===== config.mk =====
export PLATFORM = sky130hd
export DESIGN_NAME = imm_gen_pipe_flat
export DESIGN_NICKNAME = d
export VERILOG_FILES = /design/src/rtl/imm_gen_pipe_pkg.sv /design/src/rtl/imm_gen_pipe_if.sv /design/src/rtl/imm_gen_pipe_extend.sv /design/src/rtl/imm_gen_pipe.sv /design/src/flat_wrapper.sv
export SDC_FILE = /design/constraint.sdc
export NUM_CORES = 1
export LEC_CHECK = 0
export ABC_CLOCK_PERIOD_IN_PS = 10870
export CORE_ASPECT_RATIO = 0.9
export CORE_UTILIZATION = 50
export DETAILED_ROUTE_END_ITERATION = 10
export HOLD_SLACK_MARGIN = 0.02
export PLACE_DENSITY = 0.86
export SYNTH_ARGS = -nofsm -noshare
export SYNTH_HDL_FRONTEND = slang
export SYNTH_SLANG_ARGS = --single-unit

===== constraint.sdc =====
create_clock -name clk -period 10.87 [get_ports clk]
set_input_delay 1.6305 -clock clk [delete_from_list [all_inputs] [get_ports clk]]
set_output_delay 1.6305 -clock clk [all_outputs]
set_load 0.05 [all_outputs]

===== src/rtl/imm_gen_pipe_pkg.sv =====
// Shared definitions for the registered immediate generator: format codes,
// opcodes, buffer state encoding and the opcode/funct3 format decoder.
package imm_pkg;

    localparam logic [2:0] FMT_I       = 3'b000;
    localparam logic [2:0] FMT_S       = 3'b001;
    localparam logic [2:0] FMT_B       = 3'b010;
    localparam logic [2:0] FMT_J       = 3'b011;
    localparam logic [2:0] FMT_U       = 3'b100;
    localparam logic [2:0] FMT_SHAMT   = 3'b101;
    localparam logic [2:0] FMT_NONE    = 3'b110;
    localparam logic [2:0] FMT_ILLEGAL = 3'b111;

    localparam logic [6:0] OP_LOAD   = 7'b0000011;
    localparam logic [6:0] OP_JALR   = 7'b1100111;
    localparam logic [6:0] OP_SYSTEM = 7'b1110011;
    localparam logic [6:0] OP_IMM    = 7'b0010011;
    localparam logic [6:0] OP_STORE  = 7'b0100011;
    localparam logic [6:0] OP_BRANCH = 7'b1100011;
    localparam logic [6:0] OP_JAL    = 7'b1101111;
    localparam logic [6:0] OP_LUI    = 7'b0110111;
    localparam logic [6:0] OP_AUIPC  = 7'b0010111;
    localparam logic [6:0] OP_REG    = 7'b0110011;

    typedef enum logic [1:0] {
        ST_EMPTY = 2'b00,
        ST_ONE   = 2'b01,
        ST_FULL  = 2'b10
    } state_e;

    // Shift-immediate ops are the OP-IMM encodings with funct3 001/101.
    function automatic logic [2:0] decode_fmt(input logic [6:0] opcode, input logic [2:0] funct3);
        logic [2:0] fmt_v;
        case (opcode)
            OP_LOAD, OP_JALR, OP_SYSTEM: fmt_v = FMT_I;
            OP_IMM: begin
                if (funct3 == 3'b001 || funct3 == 3'b101) fmt_v = FMT_SHAMT;
                else                                      fmt_v = FMT_I;
            end
            OP_STORE:        fmt_v = FMT_S;
            OP_BRANCH:       fmt_v = FMT_B;
            OP_JAL:          fmt_v = FMT_J;
            OP_LUI, OP_AUIPC: fmt_v = FMT_U;
            OP_REG:          fmt_v = FMT_NONE;
            default:         fmt_v = FMT_ILLEGAL;
        endcase
        return fmt_v;
    endfunction

endpackage


===== src/rtl/imm_gen_pipe_if.sv =====
// Handshake bus of the immediate generator: instruction input side and
// extended-immediate output side.
interface imm_gen_pipe_if #(parameter int XLEN = 32);
    logic            in_valid;
    logic            in_ready;
    logic [31:0]     in_ins;
    logic [2:0]      in_sel;
    logic            out_valid;
    logic            out_ready;
    logic [XLEN-1:0] out_imm;
    logic [2:0]      out_fmt;
    logic            out_illegal;
    logic [31:0]     out_ins;

    modport master (
        output in_valid, in_ins, in_sel, out_ready,
        input  in_ready, out_valid, out_imm, out_fmt, out_illegal, out_ins
    );

    modport slave (
        input  in_valid, in_ins, in_sel, out_ready,
        output in_ready, out_valid, out_imm, out_fmt, out_illegal, out_ins
    );
endinterface


===== src/rtl/imm_gen_pipe_extend.sv =====
// Combinational immediate extender: builds the XLEN-wide immediate for a
// given format and flags encodings that cannot be represented.
module imm_extend
    import imm_pkg::*;
#(
    parameter int XLEN = 32
) (
    input  logic [31:7]     ins,
    input  logic [2:0]      fmt,
    output logic [XLEN-1:0] imm,
    output logic            illegal
);

    // Format-dependent bit scatter; U uses XLEN-31 copies of bit 31 so XLEN=32 never needs a zero replication.
    always_comb begin
        imm     = '0;
        illegal = 1'b0;
        case (fmt)
            FMT_I: imm = {{(XLEN-12){ins[31]}}, ins[31:20]};
            FMT_S: imm = {{(XLEN-12){ins[31]}}, ins[31:25], ins[11:7]};
            FMT_B: imm = {{(XLEN-12){ins[31]}}, ins[7], ins[30:25], ins[11:8], 1'b0};
            FMT_J: imm = {{(XLEN-20){ins[31]}}, ins[19:12], ins[20], ins[30:21], 1'b0};
            FMT_U: imm = {{(XLEN-31){ins[31]}}, ins[30:12], 12'h000};
            FMT_SHAMT: begin
                if (XLEN == 32) begin
                    if (ins[25]) begin
                        illegal = 1'b1;
                        imm     = '0;
                    end else begin
                        imm = {{(XLEN-5){1'b0}}, ins[24:20]};
                    end
                end else begin
                    imm = {{(XLEN-6){1'b0}}, ins[25:20]};
                end
            end
            FMT_NONE:    imm = '0;
            FMT_ILLEGAL: illegal = 1'b1;
            default:     illegal = 1'b1;
        endcase
    end

endmodule


===== src/rtl/imm_gen_pipe.sv =====
// Registered, handshaked immediate generator with a two-entry skid buffer
// (main register drives the outputs, skid register absorbs one extra word).
module imm_gen_pipe
    import imm_pkg::*;
#(
    parameter int XLEN        = 32,
    parameter int AUTO_DECODE = 1
) (
    input  logic          clk,
    input  logic          rst,
    input  logic          flush,
    imm_gen_pipe_if.slave bus
);

    if (XLEN != 32 && XLEN != 64) begin : g_xlen_check
        $error("imm_gen_pipe: XLEN must be 32 or 64");
    end

    state_e          state_r, state_next_s;
    logic            out_valid_r, in_ready_r;
    logic            accept_s, pop_s;
    logic            load_m_in_s, load_m_k_s, load_k_s;
    logic [2:0]      sel_fmt_s, new_fmt_s;
    logic [XLEN-1:0] ext_imm_s;
    logic            ext_illegal_s;
    logic [XLEN-1:0] m_imm_r, k_imm_r;
    logic [2:0]      m_fmt_r, k_fmt_r;
    logic            m_ill_r, k_ill_r;
    logic [31:0]     m_ins_r, k_ins_r;

    assign accept_s = bus.in_valid & in_ready_r;
    assign pop_s    = out_valid_r & bus.out_ready;

    // Format selection ahead of the buffer registers.
    always_comb begin
        if (AUTO_DECODE != 0) sel_fmt_s = decode_fmt(bus.in_ins[6:0], bus.in_ins[14:12]);
        else                  sel_fmt_s = bus.in_sel;
    end

    imm_extend #(.XLEN(XLEN)) u_extend (
        .ins     (bus.in_ins[31:7]),
        .fmt     (sel_fmt_s),
        .imm     (ext_imm_s),
        .illegal (ext_illegal_s)
    );

    assign new_fmt_s = ext_illegal_s ? FMT_ILLEGAL : sel_fmt_s;

    // Next-state logic; flush overrides every accept/pop.
    always_comb begin
        state_next_s = state_r;
        if (flush) begin
            state_next_s = ST_EMPTY;
        end else begin
            case (state_r)
                ST_EMPTY: begin
                    if (accept_s) state_next_s = ST_ONE;
                    else          state_next_s = ST_EMPTY;
                end
                ST_ONE: begin
                    if (accept_s && !pop_s)      state_next_s = ST_FULL;
                    else if (pop_s && !accept_s) state_next_s = ST_EMPTY;
                    else                         state_next_s = ST_ONE;
                end
                ST_FULL: begin
                    if (pop_s) state_next_s = ST_ONE;
                    else       state_next_s = ST_FULL;
                end
                default: state_next_s = ST_EMPTY;
            endcase
        end
    end

    // Register load controls derived from the current state and handshakes.
    always_comb begin
        load_m_in_s = 1'b0;
        load_m_k_s  = 1'b0;
        load_k_s    = 1'b0;
        if (flush) begin
            load_m_in_s = 1'b0;
        end else begin
            case (state_r)
                ST_EMPTY: load_m_in_s = accept_s;
                ST_ONE: begin
                    load_m_in_s = accept_s & pop_s;
                    load_k_s    = accept_s & ~pop_s;
                end
                ST_FULL:  load_m_k_s = pop_s;
                default:  load_m_in_s = 1'b0;
            endcase
        end
    end

    // State register; in_ready and out_valid are registered from the next state.
    always_ff @(posedge clk or posedge rst) begin
        if (rst) begin
            state_r     <= ST_EMPTY;
            out_valid_r <= 1'b0;
            in_ready_r  <= 1'b0;
        end else begin
            state_r     <= state_next_s;
            out_valid_r <= (state_next_s != ST_EMPTY);
            in_ready_r  <= (state_next_s != ST_FULL);
        end
    end

    // Main and skid data registers.
    always_ff @(posedge clk or posedge rst) begin
        if (rst) begin
            m_imm_r <= '0;
            m_fmt_r <= FMT_I;
            m_ill_r <= 1'b0;
            m_ins_r <= 32'h0000_0000;
            k_imm_r <= '0;
            k_fmt_r <= FMT_I;
            k_ill_r <= 1'b0;
            k_ins_r <= 32'h0000_0000;
        end else begin
            if (load_m_in_s) begin
                m_imm_r <= ext_imm_s;
                m_fmt_r <= new_fmt_s;
                m_ill_r <= ext_illegal_s;
                m_ins_r <= bus.in_ins;
            end else if (load_m_k_s) begin
                m_imm_r <= k_imm_r;
                m_fmt_r <= k_fmt_r;
                m_ill_r <= k_ill_r;
                m_ins_r <= k_ins_r;
            end
            if (load_k_s) begin
                k_imm_r <= ext_imm_s;
                k_fmt_r <= new_fmt_s;
                k_ill_r <= ext_illegal_s;
                k_ins_r <= bus.in_ins;
            end
        end
    end

    assign bus.in_ready    = in_ready_r;
    assign bus.out_valid   = out_valid_r;
    assign bus.out_imm     = m_imm_r;
    assign bus.out_fmt     = m_fmt_r;
    assign bus.out_illegal = m_ill_r;
    assign bus.out_ins     = m_ins_r;

endmodule


===== src/flat_wrapper.sv =====
// flat-port wrapper written by rule: the top's interface ports become plain ports
module imm_gen_pipe_flat import imm_pkg::*;
#(
    parameter int XLEN        = 32,
    parameter int AUTO_DECODE = 1
)
  (clk, rst, flush, bus_in_valid, bus_in_ins, bus_in_sel, bus_out_ready, bus_in_ready, bus_out_valid, bus_out_imm, bus_out_fmt, bus_out_illegal, bus_out_ins);
  imm_gen_pipe_if #(.XLEN(XLEN)) bus_i ();
  input  logic clk;
  input  logic rst;
  input  logic flush;
  input wire logic [$bits(bus_i.in_valid)-1:0] bus_in_valid;
  input wire logic [$bits(bus_i.in_ins)-1:0] bus_in_ins;
  input wire logic [$bits(bus_i.in_sel)-1:0] bus_in_sel;
  input wire logic [$bits(bus_i.out_ready)-1:0] bus_out_ready;
  output wire logic [$bits(bus_i.in_ready)-1:0] bus_in_ready;
  output wire logic [$bits(bus_i.out_valid)-1:0] bus_out_valid;
  output wire logic [$bits(bus_i.out_imm)-1:0] bus_out_imm;
  output wire logic [$bits(bus_i.out_fmt)-1:0] bus_out_fmt;
  output wire logic [$bits(bus_i.out_illegal)-1:0] bus_out_illegal;
  output wire logic [$bits(bus_i.out_ins)-1:0] bus_out_ins;
  assign bus_i.in_valid = bus_in_valid;
  assign bus_i.in_ins = bus_in_ins;
  assign bus_i.in_sel = bus_in_sel;
  assign bus_i.out_ready = bus_out_ready;
  assign bus_in_ready = bus_i.in_ready;
  assign bus_out_valid = bus_i.out_valid;
  assign bus_out_imm = bus_i.out_imm;
  assign bus_out_fmt = bus_i.out_fmt;
  assign bus_out_illegal = bus_i.out_illegal;
  assign bus_out_ins = bus_i.out_ins;
  imm_gen_pipe #(.XLEN(XLEN), .AUTO_DECODE(AUTO_DECODE)) u_core (.clk(clk), .rst(rst), .flush(flush), .bus(bus_i));
endmodule

; After elaboration in Yosys (flattened, before gate mapping)
; Index checks and enable logic that the tools add are counted.
; Widths: inputs -> output; s select.
[totals]
in_bits = 40
ff_bits = 140
wordCells = 75
[classes]
n_eq_ne = 21
n_mux = 27
reduce_logical = 11
bitwise = 5
[ops]
columns = op, n
row1 = $pmux 32 s6, 1
row2 = $mux 32, 4
row3 = $eq 7x7->1 const B, 4
row4 = $eq 7x6->1 const B, 3
row5 = $pmux 3 s7, 1
row6 = $eq 7x5->1 const B, 2
row7 = $eq 3x3->1 const B, 4
row8 = $mux 3, 4
row9 = $mux 1, 10
row10 = $eq 7x2->1 const B, 1
row11 = $eq 3x1->1 const B, 2
row12 = $eq 3x2->1 const B, 2
row13 = $mux 2, 3
row14 = $pmux 2 s3, 1
row15 = $mux 5, 1
row16 = $and 1x1->1, 4
row17 = $pmux 1 s2, 2
row18 = $reduce_bool 2->1, 2
row19 = $logic_not 3->1, 1
row20 = $reduce_or 3->1, 1
row21 = $eq 2x1->1 const B, 1
row22 = $eq 2x2->1 const B, 1
row23 = $logic_and 1x1->1, 2
row24 = $logic_not 1->1, 2
row25 = 5 further kinds, 5

; Longest topological paths before layout
; Gate-level depths: netlist of the first run.
[depth]
word_depth = 8
depth_mapped = 10

; By module
; A second synthesis of the first run with hierarchy kept.
[hier_totals]
cells_unflattened = 596
area_unflattened_um2 = 6436.2
[by_module_without_submodules]
columns = mod, area_per_inst_um2, instances, cells_each
row1 = imm_gen_pipe, 5875.6, 1, 503
row2 = imm_extend, 560.5, 1, 93

; Worst setup path before layout of the first run
; OpenSTA, ideal clock, no wires.
[synth_path]
kind = input to register
start = in bus_in_ins[3]
end = reg u_core.m_imm_r[14], in the netlist u_core.bus.out_imm[14]
n_path_buf = 1
cell_stages = 6
slack_ns = 7.726
setup_ns = 0.153
t_arrival_ns = 2.991
path_cell_list = buf_6 -> nor4b_1 -> o211a_1 -> a211oi_2 -> a31oi_1 -> a211oi_1
[synth_via]
elab_chain_cells = 6
word_cells_on_any_way = 21
cone_classes = 15 x eq/ne / 3 x mux / 3 x reduce/logical
[synth_rtl]
columns = item, line_no
row1 = from (decl), flat_wrapper.sv:13  ; input wire logic [$bits(bus_i.in_ins)-1:0] bus_in_ins;
row2 = "$eq 7x2->1, or another cell as far along", imm_gen_pipe_pkg.sv:34  ; case (opcode)
row3 = $reduce_or 3->1 / $reduce_or 2->1 (equally long branches), imm_gen_pipe_pkg.sv:34
row4 = $pmux 3 s7 (*), imm_gen_pipe_pkg.sv:34
row5 = "$eq 3x3->1, or another cell as far along", imm_gen_pipe_extend.sv:18  ; case (fmt)
row6 = $pmux 32 s6 (*), imm_gen_pipe_extend.sv:18
row7 = $mux 32 (*), imm_gen_pipe.sv:119  ; if (load_m_in_s) begin
row8 = to (signal assigned), imm_gen_pipe.sv:120  ; m_imm_r <= ext_imm_s;
row9 = to (signal assigned), imm_gen_pipe.sv:125  ; m_imm_r <= k_imm_r;
row10 = to (decl), imm_gen_pipe.sv:26  ; logic [XLEN-1:0] m_imm_r, k_imm_r;
; Mark *: on every way between the ends. The rest lies on a longest branch, timed or not.
; A chain may end at the register's enable or synchronous reset.

; Worst setup path after layout of the first run
[layout_path]
start = in bus_in_ins[2]
end = reg u_core.m_imm_r[22], in the netlist u_core.bus.out_imm[22]
; The elaborated chain is that of the path after synthesis.

==> metrics.md, run 1 <==
| Metric | Value |
|---|---|
| Max frequency | 220 MHz |
| Top_reg_cell synth | dfrtp_1 |
| Die area | 0.0128 mm2 |
| Netlist Area Pre-Place | 0.00618 mm2 |
| Fin cells | 941 |
| CTS HTree Levels | 4 |
| Commonest non-fill, non-tap cell in the layout | nand2_1 |
| Port bufs | 106 |
| Routed via count | 5574 |
| Number of global-route vias before repair | 5560 |
| RSZ-0062 raised after global routing | no |
| Status | finished, final reports clean |
| Root Buffer | clkbuf_16 |
| Hold Vio Cnt, Final | 0 |
| Hold Buf Count CTS | 0 |
| Aggregate global routing overflow | 0 |
| Setup Crit Path Kind | in -> reg |
| Static leakage | 3.44 nW |
| GR Util All Layers | 28.8% |
| Final WS setup | 6.33 ns |
| Layout cells sized above 1 | 6.40% |
| Drt first pass iters | 5 |
| Minimum clock period | 4.54 ns |
| Max-slew violation count | 0 |
| CTS tree | yes |
| Cell count after synthesis | 683 |
| Row Count | 38 |
| PostCTS Resize Cnt | 0 |
| CP Capture Type | register |
| Max Buffers Root-to-Sink | 2 |
| Initial core utilization | 51.4% |
| Vias per cell | 5.92 |
| Final setup viols | 0 |
| Placer congestion estimate | 0.894 |
| Crit path required time | 11.10 ns |
| Hold Crit Class | reg -> reg |
| Sequential-to-total area share from yosys stat | 56.7% |
| Syn Nets | 725 |
| Layout filler cell count | 916 |
| Worst VDD drop | 0.157 mV |
| Crit-path cells | clkdlybuf4s50_1 -> nand3b_1 -> nor2_1 -> a211oi_2 -> buf_4 -> a21oi_1 -> a211oi_1 |
| First-pass GRT wire length | 28.4 mm |
| CTS sink count | 140 |
| Slowest CP cell | nor2_1 |
| Final ANT Viol Nets | 0 |
| Slew @ Worst Pin | 1.31 ns |
| Critical Path AT | 4.77 ns |
| Post-route clock period utilization | 41.7% |
| Asr flop ratio synth | 100% |
| Placeable Area | 0.0120 mm2 |
| Post-synthesis average cell area | 9.05 um2 |
| Pwr/cell area | 262 mW/mm2 |
| Max Cap Violations | 0 |
| EDFF count, synth | 0 |
| Post-placement cell count | 909 |
| Commonest cells after routing, fill and taps aside | 152 x nand2_1, 140 x dfrtp_1, 106 x clkdlybuf4s50_1 |
| WHS | 0.479 ns |
| Worst-path clk slew | 0.06 ns |
| Multi-input combinational cell area | 0.00246 mm2 |
| #FFs+latches synth | 140 |
| Total design power | 2.08 mW |
| FF+latch area | 0.00350 mm2 |
| Post-CTS Setup Repair Bufs | 0 |
| Critical Path Start Type | input pin |
| Warnings from Yosys | 0 |
| Crit-path max cell delay | 0.81 ns |
| Drt first-iter violations | 502 |
| Pin count of the biggest net entering global routing | 83 |
| Dpl ws | 6.05 ns |
| Initial antenna violation count | 0 |
| TNS Setup | 0 ns |
| Routed WL | 17.4 mm |
| Nets | 810 |
| Synth unique cells | 50 |
| Die X | 119 um |
| Clock Latency Late Sink | 0.42 ns |
| Post-route DRC | 0 |
| Boundary pin count | 110 |
| Drt wl/cell | 18.5 um |
| Number of diodes | 0 |
| Die Y | 107 um |
| Area growth from synthesis to layout | 28.8% |
| Total CTS buffers | 17 |
| Worst Path Max Fanout | 21 |
| HPWL Detailed | 11.0 mm |
| Worst relative slew slack | 12.5% |
| Clock skew | 0.00488 ns |
-- synthesized netlist by cell type, types with 3 or more instances --
cell | count | area [um2]
nand2_1 | 152 | 571
nor2_1 | 81 | 304
a211oi_1 | 17 | 128
nand3b_1 | 4 | 30.0
nor3_1 | 19 | 95.1
nand4b_1 | 3 | 26.3
inv_1 | 8 | 30.0
and2_1 | 6 | 37.5
a21oi_1 | 58 | 290
buf_1 | 8 | 30.0
a22oi_1 | 3 | 22.5
o22ai_1 | 36 | 225
o21ai_0 | 27 | 135
buf_2 | 10 | 50.1
and3_1 | 3 | 18.8
a31oi_1 | 11 | 68.8
dfrtp_1 | 140 | 3500
nand3_1 | 29 | 145
clkbuf_1 | 27 | 101
-- layer usage --
layer | vias to the layer above | global-route usage, % | wire (um)
met5 | - | 0 | 0
met4 | 0 | 13.5 | 447
met3 | 39 | 6.09 | 1490
li1 | 2543 | - | -
met2 | 323 | 45.1 | 8260
met1 | 2669 | 38.5 | 7190
-- registers in the layout, summed over array words and instances, names as in the netlist --
signal                  cells
u_core.bus.out_ins         32
u_core.k_ill_r              1
u_core.bus.out_fmt          3
u_core.state_r              2
u_core.bus.out_imm         32
u_core.bus.out_illegal      1
u_core.k_ins_r             32
u_core.bus.out_valid        1
u_core.k_imm_r             32
u_core.k_fmt_r              3
u_core.bus.in_ready         1
-- report_power, final --
group | total (mW) | internal [mW] | switching (mW) | leakage (nW)
logic | 0.671 | 0.225 | 0.446 | 1.43
clock network | 0.623 | 0.397 | 0.226 | 0.298
registers | 0.791 | 0.688 | 0.103 | 1.71
-- layout make-up --
type                    instances  share of cell area (%)
clock buffers                  19                    5.69
well taps                     160                    2.51
flip-flops and latches        140                    44.0
repair buffers                114                    14.1
multi-input cells             487                    30.9
inverters                       8                   0.440
clock inverters                13                    2.37
-- worst paths after layout --
| kind | from | to | slack [ns] | cells after the start |
|---|---|---|---|---|
| setup reg to reg | u_core.bus.out_valid | u_core.bus.out_imm[22] | 7.74 | 8 |
| min in group asynchronous | rst | u_core.bus.out_ins[1] | 1.73 | 2 |
| max in group asynchronous | rst | u_core.k_ins_r[1] | 7.91 | 3 |
| hold / removal | u_core.k_ins_r[0] | u_core.k_ins_r[0] | 0.48 | 2 |
| hold reg to reg | u_core.k_ins_r[0] | u_core.k_ins_r[0] | 0.48 | 2 |
| setup / recovery | bus_in_ins[2] | u_core.bus.out_imm[22] | 6.33 | 7 |
-- worst max-delay path: cells and delay by family --
| family | cells | cell delay (ns) |
|---|---|---|
| AO/OA/AOI/OAI | 3 | 1.08 |
| buffers and inverters | 2 | 1.07 |
| AND/OR/NAND/NOR | 2 | 0.98 |
-- cell families after synthesis --
group,count (synthesis),share of synthesized area (%)
multiplexers,1,0.162
AND/OR/NAND/NOR,312,21.9
XOR/XNOR,1,0.142
AO/OA/AOI/OAI,171,16.8
adder cells (fa/ha/maj),2,0.405
flip-flops,140,56.7
buffers and inverters,56,3.85
-- metrics by stage --
stage	instance area, um2	util, %
2_1_floorplan	6180	-
3_3_place_gp	7320	60.9
3_5_place_dp	7320	60.9
4_1_cts	7960	66.2
5_1_grt	7960	66.2
6_report	7960	66.2
Power figures use the tool's default switching activity.
==> run 2, diff against run 1 <==
- ABC_CLOCK_PERIOD_IN_PS: 10870 -> 4600
- clock period: 10.87 -> 4.6 ns (I/O delays scaled with it)
==> metrics.md, run 2 (synthesis results as in run 1) <==
| Metric | Value |
|---|---|
| Final instance area | 0.00804 mm2 (+1.0%) |
| Area growth from synthesis to layout | 30.1% |
| PostCTS Resize Cnt | 0 (unchanged) |
| Total design power | 4.99 mW (+140%) |
| Post-route clock period utilization | 70.2% |
| Post-CTS Setup Repair Bufs | 0 (unchanged) |
| Die X | 119 um (unchanged) |
| GR Util All Layers | 28.5% (-0.26 points) |
| Commonest non-fill, non-tap cell in the layout | nand2_1 |
| Slew @ Worst Pin | 0.874 ns (-0.438 ns) |
| Minimum clock period | 3.23 ns |
| HPWL Detailed | 11.1 mm (+1.6%) |
| Aggregate global routing overflow | 0 (unchanged) |
| Die area | 0.0128 mm2 (unchanged) |
| Max Buffers Root-to-Sink | 2 (unchanged) |
| Worst Path Max Fanout | 17 (-19%) |
| Placer congestion estimate | 0.923 (+3.3%) |
| Boundary pin count | 110 (unchanged) |
| Total CTS buffers | 17 (unchanged) |
| Critical Path Start Type | input pin |
| Global Route met1 Usage | 37.4% (-1.1 points) |
| Crit path required time | 4.93 ns (-6.17 ns) |
| Post-placement cell count | 916 (+0.77%) |
| Static leakage | 3.49 nW (+1.7%) |
| Initial core utilization | 51.4% (unchanged) |
| GR Util met3 | 6.99% (+0.90 points) |
| GRT busiest layer | met2 |
| Max Cap Violations | 0 (unchanged) |
| Hold Buf Count CTS | 0 (unchanged) |
| Status | finished, final reports clean |
| Worst-path clk slew | 0.06 ns (about the same) |
| FF-to-FF setup slack | 1.67 ns (-6.07 ns) |
| Commonest cells after routing, fill and taps aside | 152 x nand2_1, 140 x dfrtp_1, 106 x clkdlybuf4s50_1 |
| Drt first-iter violations | 711 (+42%) |
| Root Buffer | clkbuf_16 |
| Pwr/cell area | 621 mW/mm2 (+140%) |
| Max frequency | 310 MHz |
| Drt wl/cell | 18.4 um (-0.62%) |
| Routed via count | 5647 (+1.3%) |
| Worst VDD drop | 0.392 mV (+150%) |
| Fin cells | 948 (+0.74%) |
| Max-slew violation count | 0 (unchanged) |
| Number of diodes | 0 (unchanged) |
| Clock Latency Late Sink | 0.42 ns (about the same) |
| Row Count | 38 (unchanged) |
| Number of global-route vias before repair | 5607 (+0.85%) |
| RSZ-0062 raised after global routing | no |
| Vias per cell | 5.96 (+0.56%) |
| Clock skew | 0.00689 ns (+0.00201 ns) |
| Placeable Area | 0.0120 mm2 (unchanged) |
| CP Capture Type | register |
| Pin count of the biggest net entering global routing | 91 (+9.6%) |
| Final ANT Viol Nets | 0 (unchanged) |
| Layout cells sized above 1 | 7.23% (+0.83 points) |
| CTS HTree Levels | 4 (unchanged) |
| CTS sink count | 140 (unchanged) |
| Final setup viols | 0 (unchanged) |
| Setup Crit Path Kind | in -> reg |
| Post-route DRC | 0 (unchanged) |
| Hold Vio Cnt, Final | 0 (unchanged) |
| Hold Crit Class | reg -> reg |
| GR Layer Usage met2 | 44.8% (-0.37 points) |
| Drt first pass iters | 5 (unchanged) |
| Critical Path AT | 3.56 ns (-1.21 ns) |
| TNS Setup | 0 ns (unchanged) |
| First-pass GRT wire length | 28.2 mm (-0.75%) |
| Worst relative slew slack | 41.7% (+29 points) |
| CTS tree | yes |
| Placed Area | 0.00739 mm2 (+0.89%) |
| Initial antenna violation count | 0 (unchanged) |
| Routed WL | 17.4 mm (+0.12%) |
| Port bufs | 106 (unchanged) |
| Die Y | 107 um (unchanged) |
| Nets | 817 (+0.86%) |
| WHS | 0.477 ns (-0.00224 ns) |
==> run 2: final timing paths <==
kind,from,endpoint,cells after the start
setup / recovery,bus_out_ready,u_core.bus.out_imm[18],10
hold / removal,u_core.bus.out_imm[10],u_core.bus.out_imm[10],2
setup reg to reg,u_core.bus.out_valid,u_core.bus.out_imm[18],9
hold reg to reg,u_core.bus.out_imm[10],u_core.bus.out_imm[10],2
max in group asynchronous,rst,u_core.k_imm_r[4],3
min in group asynchronous,rst,u_core.k_ins_r[3],2
==> run 2: layer usage <==
layer  wire length, um  vias to the layer above
met4               309                        0
met3              1600                       36
met1              7130                     2736
li1                  -                     2562
met2              8370                      313
met5                 0                        -
==> run 2: power by group <==
group	internal (mW)	leakage, nW	switching [mW]
Combinational	0.539	1.47	1.06
Clock	0.978	0.318	0.538
Sequential	1.63	1.71	0.251
Total	3.14	3.49	1.85
==> run 2: worst max-delay path, cell delays in order <==
cell and delay [ns]:
clkdlybuf4s50_1 0.44, nand2_1 0.10, inv_1 0.07, ha_1 0.20, nand3b_1 0.17, nand2_1 0.50, o21ai_2 0.81, buf_4 0.28
nor3_1 0.07, a211oi_1 0.22
==> run 2: area by class of cell <==
cell class,count,area [um2]
timing repair buffer,121,1190
sequential,140,3500
clock buffer,18,439
tap,160,200
clock inverter,14,218
fill,881,3990
inverter,8,35.0
multi-input combinational,487,2460
==> run 2: through the flow <==
stage,worst slack [ns],utilization (%)
final,1.37,66.9
after global routing,1.25,66.9
after CTS,1.47,66.9
after detailed placement,1.01,61.4
after global placement,1.18,61.4
after floorplan,0.157,-
